<file path="config.mk">
export PLATFORM = sky130hd
export DESIGN_NAME = decode_stage_pipe
export DESIGN_NICKNAME = d
export VERILOG_FILES = /design/src/rtl/decode_stage_pipe.sv
export SDC_FILE = /design/constraint.sdc
export NUM_CORES = 2
export LEC_CHECK = 0
export BUFFER_PORTS_ARGS = -buffer_cell sky130_fd_sc_hd__buf_2
export CORE_MARGIN = 4
export CORE_UTILIZATION = 40
export CTS_BUF_LIST = sky130_fd_sc_hd__clkbuf_16
export CTS_CLUSTER_DIAMETER = 50
export DETAILED_ROUTE_END_ITERATION = 10
export PLACE_DENSITY = 0.58
export SLEW_MARGIN = 20
export SYNTH_ARGS = -nofsm -noshare
export SYNTH_HDL_FRONTEND = slang
export SYNTH_SLANG_ARGS = --single-unit
</file>
<file path="constraint.sdc">
create_clock -name clk -period 48.8 [get_ports clk]
set_clock_uncertainty 0.05 [all_clocks]
set_input_delay 0 -clock clk [delete_from_list [all_inputs] [get_ports clk]]
set_output_delay 0 -clock clk [all_outputs]
set_load 0.005 [all_outputs]
</file>
<file path="src/rtl/decode_stage_pipe.sv">
// ============================================================================
// decode_stage_pipe
// ----------------------------------------------------------------------------
// Decode stage of an in-order pipeline: register file with write-back bypass,
// load-use hazard detection, and the ID/EX pipeline register. The stage
// consumes the instruction and its externally decoded control and immediate.
// One cycle later it presents registered operands and control to execute.
// It also tells fetch to hold when a load result is not yet available.
//
// Ports
//   clk, rst          rising-edge clock, asynchronous active-high reset
//   InstrD            instruction word (rs1=[19:15], rs2=[24:20], rd=[11:7])
//   ValidD            InstrD holds a real instruction
//   CtrlD             packed control bundle; CtrlD[LOAD_BIT] marks a load
//   Rs1UsedD/Rs2UsedD instruction reads rs1 / rs2
//   ImmExtD, PCD      immediate and PC passed through to execute
//   RegWriteW/RdW/ResultW  write-back port (also feeds the read bypass)
//   FlushE            squash the instruction entering execute
//   StallD            hold PC and IF/ID (combinational)
//   ValidE, CtrlE, RD1E, RD2E, Rs1E, Rs2E, RdE, ImmExtE, PCE
//                     ID/EX register contents
//   a0                register 10 as stored (no bypass)
//   StallCount        saturating count of stalled cycles
// ============================================================================
module decode_stage_pipe #(
    parameter int DATA_WIDTH = 32,
    parameter int ADDR_W     = 5,
    parameter int CTRL_W     = 12,
    parameter int LOAD_BIT   = 3,
    parameter int CNT_W      = 16
) (
    input  logic                  clk,
    input  logic                  rst,
    input  logic [31:0]           InstrD,
    input  logic                  ValidD,
    input  logic [CTRL_W-1:0]     CtrlD,
    input  logic                  Rs1UsedD,
    input  logic                  Rs2UsedD,
    input  logic [DATA_WIDTH-1:0] ImmExtD,
    input  logic [DATA_WIDTH-1:0] PCD,
    input  logic                  RegWriteW,
    input  logic [ADDR_W-1:0]     RdW,
    input  logic [DATA_WIDTH-1:0] ResultW,
    input  logic                  FlushE,
    output logic                  StallD,
    output logic                  ValidE,
    output logic [CTRL_W-1:0]     CtrlE,
    output logic [DATA_WIDTH-1:0] RD1E,
    output logic [DATA_WIDTH-1:0] RD2E,
    output logic [ADDR_W-1:0]     Rs1E,
    output logic [ADDR_W-1:0]     Rs2E,
    output logic [ADDR_W-1:0]     RdE,
    output logic [DATA_WIDTH-1:0] ImmExtE,
    output logic [DATA_WIDTH-1:0] PCE,
    output logic [DATA_WIDTH-1:0] a0,
    output logic [CNT_W-1:0]      StallCount
);

    localparam int NREG = 2 ** ADDR_W;

    logic [DATA_WIDTH-1:0] rf_q [NREG];
    logic [DATA_WIDTH-1:0] rf_d [NREG];

    logic                  valid_q,  valid_d;
    logic [CTRL_W-1:0]     ctrl_q,   ctrl_d;
    logic [DATA_WIDTH-1:0] rd1_q,    rd1_d;
    logic [DATA_WIDTH-1:0] rd2_q,    rd2_d;
    logic [ADDR_W-1:0]     rs1e_q,   rs1e_d;
    logic [ADDR_W-1:0]     rs2e_q,   rs2e_d;
    logic [ADDR_W-1:0]     rde_q,    rde_d;
    logic [DATA_WIDTH-1:0] imm_q,    imm_d;
    logic [DATA_WIDTH-1:0] pc_q,     pc_d;
    logic [CNT_W-1:0]      cnt_q,    cnt_d;

    logic [ADDR_W-1:0]     rs1, rs2, rd;
    logic [DATA_WIDTH-1:0] rd1, rd2;
    logic                  haz;
    logic                  bubble;

    // Only the register-index fields of the instruction matter here.
    logic unused_instr_bits;
    assign unused_instr_bits = ^{InstrD[31:25], InstrD[14:12], InstrD[6:0]};

    assign rs1 = InstrD[15 +: ADDR_W];
    assign rs2 = InstrD[20 +: ADDR_W];
    assign rd  = InstrD[7  +: ADDR_W];

    // ---- Stage D: register read with write-first bypass, hazard detection ----
    always_comb begin
        rd1 = '0;
        rd2 = '0;
        if (rs1 != '0) begin
            rd1 = (RegWriteW && (RdW == rs1)) ? ResultW : rf_q[rs1];
        end
        if (rs2 != '0) begin
            rd2 = (RegWriteW && (RdW == rs2)) ? ResultW : rf_q[rs2];
        end

        // A load sitting in EX cannot forward in time to a dependent instruction.
        haz = ValidD && valid_q && ctrl_q[LOAD_BIT] && (rde_q != '0) &&
              ((Rs1UsedD && (rs1 == rde_q)) || (Rs2UsedD && (rs2 == rde_q)));

        // The flush (fetch redirect) takes priority over the stall.
        StallD = haz && !FlushE;
        bubble = FlushE || haz || !ValidD;
    end

    always_comb begin
        rf_d = rf_q;
        if (RegWriteW && (RdW != '0)) begin
            rf_d[RdW] = ResultW;
        end

        valid_d = 1'b0;
        ctrl_d  = '0;
        rd1_d   = '0;
        rd2_d   = '0;
        rs1e_d  = '0;
        rs2e_d  = '0;
        rde_d   = '0;
        imm_d   = '0;
        pc_d    = '0;
        if (!bubble) begin
            valid_d = 1'b1;
            ctrl_d  = CtrlD;
            rd1_d   = rd1;
            rd2_d   = rd2;
            rs1e_d  = rs1;
            rs2e_d  = rs2;
            rde_d   = rd;
            imm_d   = ImmExtD;
            pc_d    = PCD;
        end

        // Saturate at all-ones rather than wrapping.
        cnt_d = cnt_q;
        if (StallD && (cnt_q != {CNT_W{1'b1}})) begin
            cnt_d = cnt_q + CNT_W'(1);
        end
    end

    // ---- Stage D -> E: ID/EX register, register file, stall counter ----
    always_ff @(posedge clk or posedge rst) begin
        if (rst) begin
            for (int i = 0; i < NREG; i++) begin
                rf_q[i] <= '0;
            end
            valid_q <= 1'b0;
            ctrl_q  <= '0;
            rd1_q   <= '0;
            rd2_q   <= '0;
            rs1e_q  <= '0;
            rs2e_q  <= '0;
            rde_q   <= '0;
            imm_q   <= '0;
            pc_q    <= '0;
            cnt_q   <= '0;
        end else begin
            rf_q    <= rf_d;
            valid_q <= valid_d;
            ctrl_q  <= ctrl_d;
            rd1_q   <= rd1_d;
            rd2_q   <= rd2_d;
            rs1e_q  <= rs1e_d;
            rs2e_q  <= rs2e_d;
            rde_q   <= rde_d;
            imm_q   <= imm_d;
            pc_q    <= pc_d;
            cnt_q   <= cnt_d;
        end
    end

    assign ValidE     = valid_q;
    assign CtrlE      = ctrl_q;
    assign RD1E       = rd1_q;
    assign RD2E       = rd2_q;
    assign Rs1E       = rs1e_q;
    assign Rs2E       = rs2e_q;
    assign RdE        = rde_q;
    assign ImmExtE    = imm_q;
    assign PCE        = pc_q;
    assign StallCount = cnt_q;
    assign a0         = rst ? '0 : rf_q[ADDR_W'(10)];

endmodule
</file>
==> results.sh <==
export IMPL_ctsHoldBuffers=223
export IMPL_hold_viol=0
export IMPL_grt_max_degree=162
export IMPL_setup_tns_ns=0
export IMPL_clk_pin_slew_worst_paths_ns=0.06
export IMPL_synthTopCellsByArea="dfrtp_1 49%, mux4_2 19%, mux2_2 18%"
export IMPL_ys_async_sr_fraction_pct=100
export IMPL_timing_fmax_ghz=0.210
export IMPL_arrival_ns=5.34
export IMPL_yosys_warnings=0
export IMPL_setup_violations=0
export IMPL_finalPower_uw=2920
export IMPL_maxCapViolations=0
export IMPL_drive_gt1_share_pct=49.6
export IMPL_grtUsageTotal_pct=23.8
export IMPL_antenna_found_initial=13
export IMPL_final_common_cell="dfrtp_1"
export IMPL_slew_headroom_pct=30.9
export IMPL_synth_edff_count=0
export IMPL_drtPass1Iterations=5
export IMPL_postCtsSetupRepairBufs=0
export IMPL_die_y_um=401
export IMPL_rsz0062_at_grt="no"
export IMPL_status="completed"
export IMPL_p_clk_share_pct=37.8
export IMPL_synth_seq_cells=1196
export IMPL_drt_iter0_drc=3183
export IMPL_io_buffer_count=339
export IMPL_required_ns=49.39
export IMPL_cts_tree="yes"
export IMPL_critPathKind="primary input to register"
export IMPL_worstHoldPathType="primary input to register"
export IMPL_syn_to_final_growth_pct=16.6
export IMPL_dp_cells=6140
export IMPL_cts_resized_gates=0
export IMPL_rows=143
export IMPL_ctsLongestPathBuffers=3
export IMPL_tightestPinTransition_ns=1.03
export IMPL_swShare_pct=27.0
export IMPL_netlist_area_sq_um=61600
export IMPL_grt_pass1_wl_um=286000
export IMPL_crit_path_max_fanout=47
export IMPL_yosysSeqAreaShare_pct=48.6
export IMPL_cts_buffers=149
export IMPL_switchingPower_uw=787
export IMPL_critPathCaptureType="register"
export IMPL_place_hpwl_um=111000
export IMPL_fin_cells=6635
export IMPL_start_util_pct=40.4
export IMPL_layout_min_cycle_time_ns=4.75
export IMPL_vias=39000
export IMPL_multiInputGateArea_sq_um=29800
export IMPL_rrSetupSlack_ns=44.94
export IMPL_die_area_sq_um=160000
export IMPL_io_pins=357
export IMPL_wl_per_cell_um=28.9
export IMPL_clk_latency_ns=0.79
export IMPL_drv_slew=0
export IMPL_grt_pass1_vias=41100
export IMPL_die_w_um=401
export IMPL_synth_nets=4291
export IMPL_max_vdd_ir_drop_mv=0.0308
export IMPL_fillers=13300
export IMPL_synth_top_area_share_pct=48.6
export IMPL_hold_slack_ns=0.0853
export IMPL_nNetsFinal=4637
export IMPL_h_tree_depth=4
export IMPL_synth_avg_cell_area_sq_um=14.9
export IMPL_cts_num_sinks=1196
export IMPL_postSynthCellCount=4138
export IMPL_worstSetupStartpointType="primary input"
export IMPL_power_density_nw_per_um2=40.6
export IMPL_ys_flop_type="dfrtp_1"
export IMPL_core_sq_um=153000
export IMPL_clockRootBuffer="clkbuf_16"
export IMPL_pwr_share_seq_pct=43.8
export IMPL_regArea_sq_um=29900
export IMPL_drt_wl_total_um=192000
export IMPL_final_cell_mix="1,196 x dfrtp_1, 993 x mux2_2, 508 x mux4_2"
export IMPL_gr_total_overflow=0
export IMPL_drtAntennaViolNets=0
export IMPL_vias_per_cell=5.88
export IMPL_internal_power_uw=2130
export IMPL_p_leak_uw=0.0316
export IMPL_synthDistinctLibCells=49
export IMPL_drc=0
export IMPL_gp_congestion=0.784
export IMPL_synth_area_leader_cell="dfrtp_1"
export IMPL_fin_crit_sh_pct=9.74
export IMPL_combPwrFrac_pct=18.5
worst paths after layout:
path / start / end / depth (start not counted)
setup / recovery: InstrD[15] / RD1E[30] / 12
hold / removal: InstrD[20] / RD2E[2] / 5
setup reg to reg: RdE[1] / RD1E[30] / 8
hold reg to reg: rf_q[1012] / rf_q[1012] / 0
max in group asynchronous: rst / RD1E[6] / 8
min in group asynchronous: rst / RD2E[18] / 4
synthesized netlist by cell type (39+ instances only):
cell type	n
mux2i_1	198
dfrtp_1	1196
nor3_1	59
buf_2	113
clkbuf_1	228
buf_1	51
nor3_2	40
a211oi_1	81
and2_1	122
a211oi_2	39
nor2b_1	62
mux2_2	993
nor2_1	116
o21ai_0	61
a21oi_1	62
mux4_2	508
flip-flops by register name (all words and copies together), names as in the netlist:
signal	count
CtrlE	12
ImmExtE	32
PCE	32
RD1E	32
RD2E	32
RdE	5
Rs1E	5
Rs2E	5
StallCount	16
ValidE	1
rf_q	1024
per-stage QoR:
step           cell area, sq um  utilization [%]  setup slack (ns)
6_report                  71900             47.1             44.05
5_1_grt                   71900             47.1             43.72
4_1_cts                   71800             47.1             44.02
3_5_place_dp              64800             42.4             43.95
3_3_place_gp              64700             42.4             43.74
2_1_floorplan             61600                -             14.96
power by group through the flow:
stage | clock network, uW | registers (uW) | logic, uW
floorplan | 0 | 1260 | 422
global placement | 0 | 1280 | 518
detailed placement | 0 | 1290 | 527
CTS | 1130 | 1270 | 543
global route | 1170 | 1300 | 582
finish | 1100 | 1280 | 539
kinds of logic after synthesis:
group | Yosys count | share of synthesized area, %
AO/OA/AOI/OAI | 260 | 3.03
XOR/XNOR | 35 | 0.497
adder cells (fa/ha/maj) | 1 | 0.0203
buffers and inverters | 461 | 3.51
flip-flops | 1196 | 48.6
multiplexers | 1699 | 39.9
AND/OR/NAND/NOR | 486 | 4.48
area by class of cell:
cell class,instances,share of cell area (%)
Tap cell,2030,3.53
Sequential cell,1196,41.6
Inverter,7,0.0505
Multi-Input combinational cell,2481,41.4
Timing Repair Buffer,649,6.59
Clock buffer,153,5.33
Antenna cell,4,0.0139
Clock inverter,115,1.44
per-layer routing:
layer	up-vias	GRT usage, %	part of all wire (%)
li1	16300	-	-
met5	-	0	0.030
met2	1186	38.4	48
met3	308	4.27	5.9
met1	21200	33.0	43
met4	8	7.01	2.8
critical path: stages:
cell           delay [ns]
buf_8                0.42
buf_4                0.79
buf_4                0.69
buf_4                0.63
xnor2_1              0.12
nand2_1              0.10
o22ai_2              0.12
a21oi_4              0.38
dlygate4sd3_1        0.77
o41ai_4              0.20
dlygate4sd3_1        0.67
a21oi_1              0.33
No activity file was read; power rests on OpenSTA's default activity.
